### src/rtl/mips_pkg.sv
// Shared fetch-stage definitions: widths, NOP encoding, fetch FSM state type.
package mips_pkg;

   localparam int INSTR_W = 32;
   localparam int PC_W    = 32;

   localparam logic [INSTR_W-1:0] NOP_INSTR = 32'h0000_0000;

   typedef enum logic [1:0] {
      S_FETCH = 2'd0,
      S_HELD  = 2'd1,
      S_DRAIN = 2'd2
   } fetch_state_e;

   // Sequential PC step; wraps modulo 2^32 by construction.
   function automatic logic [PC_W-1:0] pc_next(input logic [PC_W-1:0] pc);
      return pc + 32'd4;
   endfunction

endpackage

### src/rtl/pr_f_d.sv
// IF/ID pipeline register: flush beats stall, stall holds, otherwise load or bubble.
module pr_f_d
   import mips_pkg::*;
(
   input  logic               clk,
   input  logic               reset,
   input  logic               stall,
   input  logic               flush,
   input  logic               load,
   input  logic [INSTR_W-1:0] instr_in,
   input  logic [PC_W-1:0]    pcplus4_in,
   output logic [INSTR_W-1:0] instr,
   output logic [PC_W-1:0]    pcplus4,
   output logic               valid
);

   // A bubble clears instr/valid but leaves pcplus4 as it was.
   always_ff @(posedge clk) begin
      if (!reset) begin
         instr   <= NOP_INSTR;
         pcplus4 <= '0;
         valid   <= 1'b0;
      end else if (flush) begin
         instr <= NOP_INSTR;
         valid <= 1'b0;
      end else if (!stall) begin
         if (load) begin
            instr   <= instr_in;
            pcplus4 <= pcplus4_in;
            valid   <= 1'b1;
         end else begin
            instr <= NOP_INSTR;
            valid <= 1'b0;
         end
      end
   end

endmodule

### src/rtl/fetch_stage.sv
// Instruction fetch: PC, redirect handling and FETCH/HELD/DRAIN sequencing.
// Optional FETCH_PERF_EN adds wait-cycle and redirect counters.
module fetch_stage
   import mips_pkg::*;
#(
   parameter logic [PC_W-1:0] RESET_PC = 32'h0000_0000
) (
   input  logic               clk,
   input  logic               reset,
   input  logic               stall_d,
   input  logic               flush_d,
   input  logic               pcsrc_d,
   input  logic [PC_W-1:0]    pcbranch_d,
   input  logic               jump_d,
   input  logic [PC_W-1:0]    jumpaddr_d,
   input  logic               jr_d,
   input  logic [PC_W-1:0]    jrtarget_d,
   output logic               imem_req,
   output logic [PC_W-1:0]    imem_addr,
   input  logic               imem_ready,
   input  logic [INSTR_W-1:0] imem_rdata,
   output logic [INSTR_W-1:0] instr_d,
   output logic [PC_W-1:0]    pcplus4_d,
   output logic               valid_d,
   output logic [PC_W-1:0]    pc_f,
   output logic [1:0]         fetch_state
`ifdef FETCH_PERF_EN
   ,
   output logic [31:0]        perf_wait_cnt,
   output logic [31:0]        perf_redirect_cnt
`endif
);

   fetch_state_e       state;
   logic [INSTR_W-1:0] hold_instr;
   logic [PC_W-1:0]    hold_pc4;
   logic [PC_W-1:0]    kill_addr;
   logic               redirect;
   logic [PC_W-1:0]    target;
   logic [PC_W-1:0]    pc_plus4;
   logic               load;
   logic [INSTR_W-1:0] load_instr;
   logic [PC_W-1:0]    load_pc4;

   assign redirect    = pcsrc_d | jump_d | jr_d;
   assign target      = jr_d ? jrtarget_d : (jump_d ? jumpaddr_d : pcbranch_d);
   assign pc_plus4    = pc_next(pc_f);
   assign fetch_state = state;

   // HELD parks the bus; DRAIN keeps presenting the abandoned address until it completes.
   assign imem_req  = (state != S_HELD);
   assign imem_addr = (state == S_DRAIN) ? kill_addr : pc_f;

   // Only a non-redirected fetch or a parked instruction may enter IF/ID.
   assign load       = !redirect && (((state == S_FETCH) && imem_ready) || (state == S_HELD));
   assign load_instr = (state == S_HELD) ? hold_instr : imem_rdata;
   assign load_pc4   = (state == S_HELD) ? hold_pc4 : pc_plus4;

   always_ff @(posedge clk) begin
      if (!reset) begin
         state      <= S_FETCH;
         pc_f       <= RESET_PC;
         hold_instr <= '0;
         hold_pc4   <= '0;
         kill_addr  <= '0;
      end else begin
         case (state)
            S_FETCH: begin
               if (redirect) begin
                  pc_f <= target;
                  if (!imem_ready) begin
                     kill_addr <= pc_f;
                     state     <= S_DRAIN;
                  end
               end else if (imem_ready) begin
                  pc_f <= pc_plus4;
                  if (stall_d) begin
                     hold_instr <= imem_rdata;
                     hold_pc4   <= pc_plus4;
                     state      <= S_HELD;
                  end
               end
            end
            S_HELD: begin
               if (redirect) begin
                  pc_f  <= target;
                  state <= S_FETCH;
               end else if (!stall_d) begin
                  state <= S_FETCH;
               end
            end
            S_DRAIN: begin
               if (redirect) pc_f <= target;
               if (imem_ready) state <= S_FETCH;
            end
            default: state <= S_FETCH;
         endcase
      end
   end

   pr_f_d u_pr_f_d (
      .clk        (clk),
      .reset      (reset),
      .stall      (stall_d),
      .flush      (flush_d),
      .load       (load),
      .instr_in   (load_instr),
      .pcplus4_in (load_pc4),
      .instr      (instr_d),
      .pcplus4    (pcplus4_d),
      .valid      (valid_d)
   );

`ifdef FETCH_PERF_EN
   always_ff @(posedge clk) begin
      if (!reset) begin
         perf_wait_cnt     <= '0;
         perf_redirect_cnt <= '0;
      end else begin
         if (imem_req && !imem_ready) perf_wait_cnt <= perf_wait_cnt + 32'd1;
         if (redirect) perf_redirect_cnt <= perf_redirect_cnt + 32'd1;
      end
   end
`else
   // No performance counters in this build.
`endif

endmodule

### config.mk
export PLATFORM = sky130hd
export DESIGN_NAME = fetch_stage
export DESIGN_NICKNAME = d
export VERILOG_FILES = /design/src/rtl/mips_pkg.sv /design/src/rtl/pr_f_d.sv /design/src/rtl/fetch_stage.sv
export SDC_FILE = /design/constraint.sdc
export NUM_CORES = 1
export LEC_CHECK = 0
export CORE_MARGIN = 2
export CORE_UTILIZATION = 49
export DETAILED_ROUTE_END_ITERATION = 10
export GPL_ROUTABILITY_DRIVEN = 0
export GPL_TIMING_DRIVEN = 0
export PLACE_DENSITY = 0.85
export SYNTH_ARGS = -nofsm -noshare
export SYNTH_HDL_FRONTEND = slang
export SYNTH_SLANG_ARGS = --single-unit
### constraint.sdc
create_clock -name clk -period 3 [get_ports clk]
set_input_delay 0.6 -clock clk [delete_from_list [all_inputs] [get_ports clk]]
set_output_delay 0.6 -clock clk [all_outputs]
set_load 0.05 [all_outputs]
Word level (Yosys, flattened, before mapping)
Index checks and enable logic that the tools add are counted.
Operators by class
  add/sub/neg operators: 1
  multiplexer cells: 19
  eq/ne operators: 9
  bitwise operators: 7
  reduce and logical (&&, ||, !) cells: 13
Operator list (count)
  32-bit 2-to-1 mux: 9
  32-bit case mux with 2 select lines: 1
  32-bit by 3-bit adder with 32-bit output, second input constant: 1
  2-bit 2-to-1 mux: 7
  3-bit inequality test, second input constant: 4
  3-bit AND reduction: 3
  2-bit case mux with 3 select lines: 1
  1-bit inverter: 5
  5-bit AND reduction: 1
  2-bit by 1-bit inequality test with 1-bit output, second input constant: 2
  4-bit AND reduction: 1
  2-bit OR reduction: 2
  2-bit by 1-bit equality test with 1-bit output, second input constant: 1
  2-bit equality test, second input constant: 1
  1-bit logical AND: 2
  2-bit zero test: 1
  2-bit inequality test, second input constant: 1
  1-bit bitwise OR: 2
  2-bit nonzero test: 1
  1-bit zero test: 1
  1-bit logical OR: 1
  1-bit 2-to-1 mux: 1
Storage, ports and cells
  output and inout port bits: 132
  register bits after elaboration: 195
  logic and storage cells: 57

Depth between registers and ports, before layout
  word-level depth: 5
  mapped depth: 10
  mapped depth without buffers: 8

Modules after synthesis
Synthesis repeated with hierarchy kept, for this count alone.
Unflattened totals
  cell total of the unflattened synthesis: 1263
  area, all modules: 10301.1 µm²
By module, submodules not included
  fetch_stage: seq. area each 2602.5 µm², area each 7707.4 µm², cells an instance 976, instances 1
  pr_f_d: seq. area each 1301.2 µm², area each 2593.7 µm², cells an instance 287, instances 1

Worst setup path before layout
OpenSTA, ideal clock, no wires.
  kind: register to output
  start point: reg state[0] (netlist: fetch_state[0])
  end point: out imem_addr[11]
  path slack: -0.136 ns
  cell stages (with the launch flop): 6
  path buffers: 2
  required time: 2.400 ns
  arrival: 2.536 ns
  cells stage by stage: dfxtp_1 > inv_1 > ha_1 > clkbuf_1 > clkbuf_1 > o21ai_0
Between the ends
  word-level cells in the longest chain between the ends: 2
Ends and longest elaborated chain
  start: declaration: RTL line fetch_stage.sv:34  | fetch_state_e state;
  start signal: assignment: RTL line fetch_stage.sv:61  | state <= S_FETCH;
  start signal: assignment: RTL line fetch_stage.sv:73  | state <= S_DRAIN;
  start signal: assignment: RTL line fetch_stage.sv:80  | state <= S_HELD;
  2-bit equality test: RTL line fetch_stage.sv:52  | assign imem_addr = (state == S_DRAIN) ? kill_addr : pc_f;
  32-bit 2-to-1 mux: RTL line fetch_stage.sv:52
  end: declaration: RTL line fetch_stage.sv:19  | output logic [PC_W-1:0] imem_addr,
No other way between the ends.

Final worst setup path
  start point: reg state[0] (netlist: fetch_state[0])
  end point: out imem_addr[22]
The elaborated chain is that of the path after synthesis.

==> flow_metrics.py <==
metrics = {
    "synth": {
        "synthAdderAreaFrac_pct": 0.6523,
        "ys_seq_area_share_pct": 40.70,
        "ys_types": 56,
        "yosys.area_share.simple_pct": 20.40,
        "synth_seq_cells": 195,
        "synth-xor-area-share_pct": 2.557,
        "synth_top_family_by_area": "simple AND/OR/NAND/NOR gates",
        "synth_area_per_cell_um2": 7.992,
        "synth_compound_area_share_pct": 19.05,
        "syn-num-nets": 1341,
        "synth_area_mm2": 0.009590,
        "syn_inst": 1200,
        "muxShareOfSynthArea_pct": 10.70,
        "ys_warn_count": 0,
        "async_flop_share_pct": 0,
        "synth_edf_count": 0,
        "postSynth.topFlopCell": "dfxtp_1",
    },
    "clocking": {
        "post-cts-setup-buffers": 0,
        "cts_htree_levels": 4,
        "cts.sinks": 195,
        "cts_tree": "done",
        "root_buffer": "clkbuf_16",
        "cts_buffers": 17,
        "clk_pin_slew_worst_paths_ns": 0.07,
        "clock_latency_ns": 0.45,
        "clk_path_buf_depth": 2,
    },
    "power": {
        "intPower_uw": 4495,
        "clkPwrFrac_pct": 34.0,
        "swShare_pct": 34.17,
        "p_leak_uw": 0.004769,
        "power_frac_comb_pct": 25.4,
        "ir_drop_mv": 0.4177,
        "finalPower_uw": 6828,
        "p_per_area_mw_per_mm2": 518.5,
        "p_sw_uw": 2333,
        "seqPwrFrac_pct": 40.7,
    },
    "layout": {
        "synthToLayoutAreaGrowth_pct": 37.30,
        "seq_area_mm2": 0.003904,
        "drive_gt1_share_pct": 9.225,
        "utilization_pct": 68.10,
        "stdcell_area_mm2": 0.01317,
        "layout.nets": 1624,
        "multi_input_area_mm2": 0.005136,
        "fill_cells": 1548,
    },
    "routing": {
        "vias": 10500,
        "wire_per_inst_um": 19.66,
        "drc": 0,
        "dr.pass1.iters": 6,
        "viasPerCell": 5.961,
        "ant_nets": 0,
        "drtIter0Drc": 1533,
        "wirelength_um": 34640,
    },
    "grt": {
        "grt_pass1_wl_um": 53400,
        "grt_pass1_vias": 9984,
        "grt_usage_pct": 33.51,
        "grt_max_degree": 20,
        "antenna_found_initial": 1,
        "overflow": 0,
    },
    "critical_path": {
        "critPathLaunchType": "register",
        "cp_max_fo": 10,
        "crit_arrival_ns": 2.34,
        "crit_path_end_kind": "output pin",
        "path_class": "register to output pin",
        "crit_chain": "inv_1 > ha_4 > buf_2 > mux2_2 > dlygate4sd2_1",
        "cp_top_family": "buffers and inverters",
        "cp_num_buf_inv": 3,
        "slowest_delay_ns": 0.43,
        "required_ns": 2.40,
        "cp_slowest_cell": "dlygate4sd2_1",
    },
    "timing": {
        "finalWorstSetupSlack_ns": 0.06301,
        "drv_slew": 0,
        "hold_viol": 0,
        "holdWs_ns": 0.4522,
        "period_minus_slack_ns": 2.937,
        "max_slew_margin_pct": 25.65,
        "fmax_mhz": 340.5,
        "post-route-period-util_pct": 97.90,
        "setup_viol": 0,
        "fin_worst_skew_ns": 0.009978,
        "tightestPinTransition_ns": 1.115,
    },
    "floorplan": {
        "initial_utilization_pct": 49.60,
        "core_mm2": 0.01933,
        "num_rows": 51,
        "die_h_um": 143.9,
        "io_pins": 268,
        "dieArea_mm2": 0.02071,
        "die-width_um": 143.9,
    },
    "flow_run": {
        "drv_cap": 0,
    },
    "place": {
        "pre_cts_ws_ns": -0.3818,
        "numPortBuffers": 266,
        "post-dp-hpwl_um": 26240,
        "dpl-instance-area_mm2": 0.01258,
    },
    "outcome": {
        "outcome": "finished clean",
    },
    "worst_hold_path": {
        "hp-class": "register to register",
    },
}
logic make-up (layout without fill, tap and decap cells):
logic type | Yosys count | count (layout)
AND/OR/NAND/NOR | 441 | 441
adder cells (fa/ha/maj) | 5 | 5
multiplexers | 95 | 95
XOR/XNOR | 28 | 28
AO/OA/AOI/OAI | 311 | 311
buffers and inverters | 125 | 421
flip-flops | 195 | 195
other | 0 | 1
path summary, 6_finish.rpt:
check                  startpoint                   end  slack, ns  cells after the start
max                fetch_state[0]         imem_addr[22]       0.06                      5
min          u_pr_f_d.pcplus4[12]  u_pr_f_d.pcplus4[12]       0.45                      2
max reg2reg               pc_f[3]              pc_f[30]       0.09                      6
min reg2reg  u_pr_f_d.pcplus4[12]  u_pr_f_d.pcplus4[12]       0.45                      2
layout make-up:
class | count | share of cell area [%]
clock buffer | 17 | 3.231
multi-input combinational | 880 | 39.01
inverter | 10 | 0.2851
buffer | 113 | 4.048
antenna | 1 | 0.01900
timing repair buffer | 266 | 19.97
clock inverter | 15 | 1.273
sequential | 195 | 29.65
tap | 265 | 2.518
power groups by stage:
stage / clock network, uW / registers [uW] / logic [uW]
2_1_floorplan: 0 / 2970 / 896
3_3_place_gp: 0 / 2830 / 1690
3_5_place_dp: 0 / 2830 / 1710
4_1_cts: 2310 / 2770 / 1700
5_1_grt: 2400 / 2790 / 1820
6_report: 2320 / 2780 / 1730
worst reg2reg max path, stage by stage, from the launching register on:
cell and delay (ns):
dfxtp_1 0.58, ha_1 0.32, nand3_1 0.29, nor4_1 0.69, and4_1 0.40, nand3_1 0.13
o311ai_0 0.37
per-layer routing:
layer	up-vias	wire, um	global-route usage, %	part of all wire [%]
li1	4762	-	-	-
met1	4894	12840	41.68	37
met2	719	16050	54.19	46
met3	128	4135	8.830	12
met4	0	1616	15.79	4.7
met5	-	0	0	0
stage by stage:
stage                     std cells  setup TNS (ns)
after floorplan                1200         -0.5443
after global placement         1731          -9.336
after detailed placement       1731          -12.37
after CTS                      1761               0
after global routing           1761        -0.02500
final                          1762               0
synth_stat cells, types with 18 or more instances:
library cell	n	area, um2
dfxtp_1	195	3904
o211ai_1	18	135.1
o21ai_0	66	330.3
mux2_2	60	675.7
nand2_1	204	765.7
xnor2_1	19	166.4
a21oi_1	140	700.7
mux2i_1	35	350.3
clkbuf_1	81	304.0
a211oi_1	19	142.6
nand3_1	37	185.2
nor2_1	118	442.9
nand4_1	21	131.4
a22oi_1	36	270.3
placed cells by master (no fill, tap or decap), types with 4 or more instances in the layout:
| master | n |
|---|---|
| nor4_1 | 4 |
| o22ai_1 | 11 |
| buf_2 | 11 |
| xnor2_1 | 19 |
| clkbuf_1 | 74 |
| nand2b_1 | 4 |
| clkbuf_16 | 17 |
| nor3_1 | 17 |
| and3_1 | 14 |
| nand2_1 | 204 |
| buf_6 | 6 |
| or3_1 | 5 |
| ha_1 | 4 |
| a22oi_1 | 36 |
| a211oi_1 | 19 |
| clkbuf_2 | 7 |
| dlygate4sd2_1 | 24 |
| dfxtp_1 | 195 |
| mux2i_1 | 35 |
| xor2_1 | 9 |
| buf_1 | 8 |
| nand3_1 | 37 |
| nor2_1 | 118 |
| mux2_2 | 60 |
| o211ai_1 | 18 |
| nand4_1 | 21 |
| buf_4 | 4 |
| a21oi_1 | 140 |
| inv_6 | 4 |
| o21ai_0 | 66 |
| clkdlybuf4s50_1 | 239 |
| inv_1 | 9 |
registers in the layout (all words and copies together), names as in the netlist:
signal and cells:
u_pr_f_d.valid 1, u_pr_f_d.instr 32, fetch_state 2, hold_instr 32
hold_pc4 32, u_pr_f_d.pcplus4 32, pc_f 32, kill_addr 32
repair_timing:
item,in CTS,in global routing
hold buffers,0,0
setup endpoints to repair,33,12
hold endpoints to repair,0,0
resized for setup,38,9
Note: power is estimated with default switching activity, not from simulation.
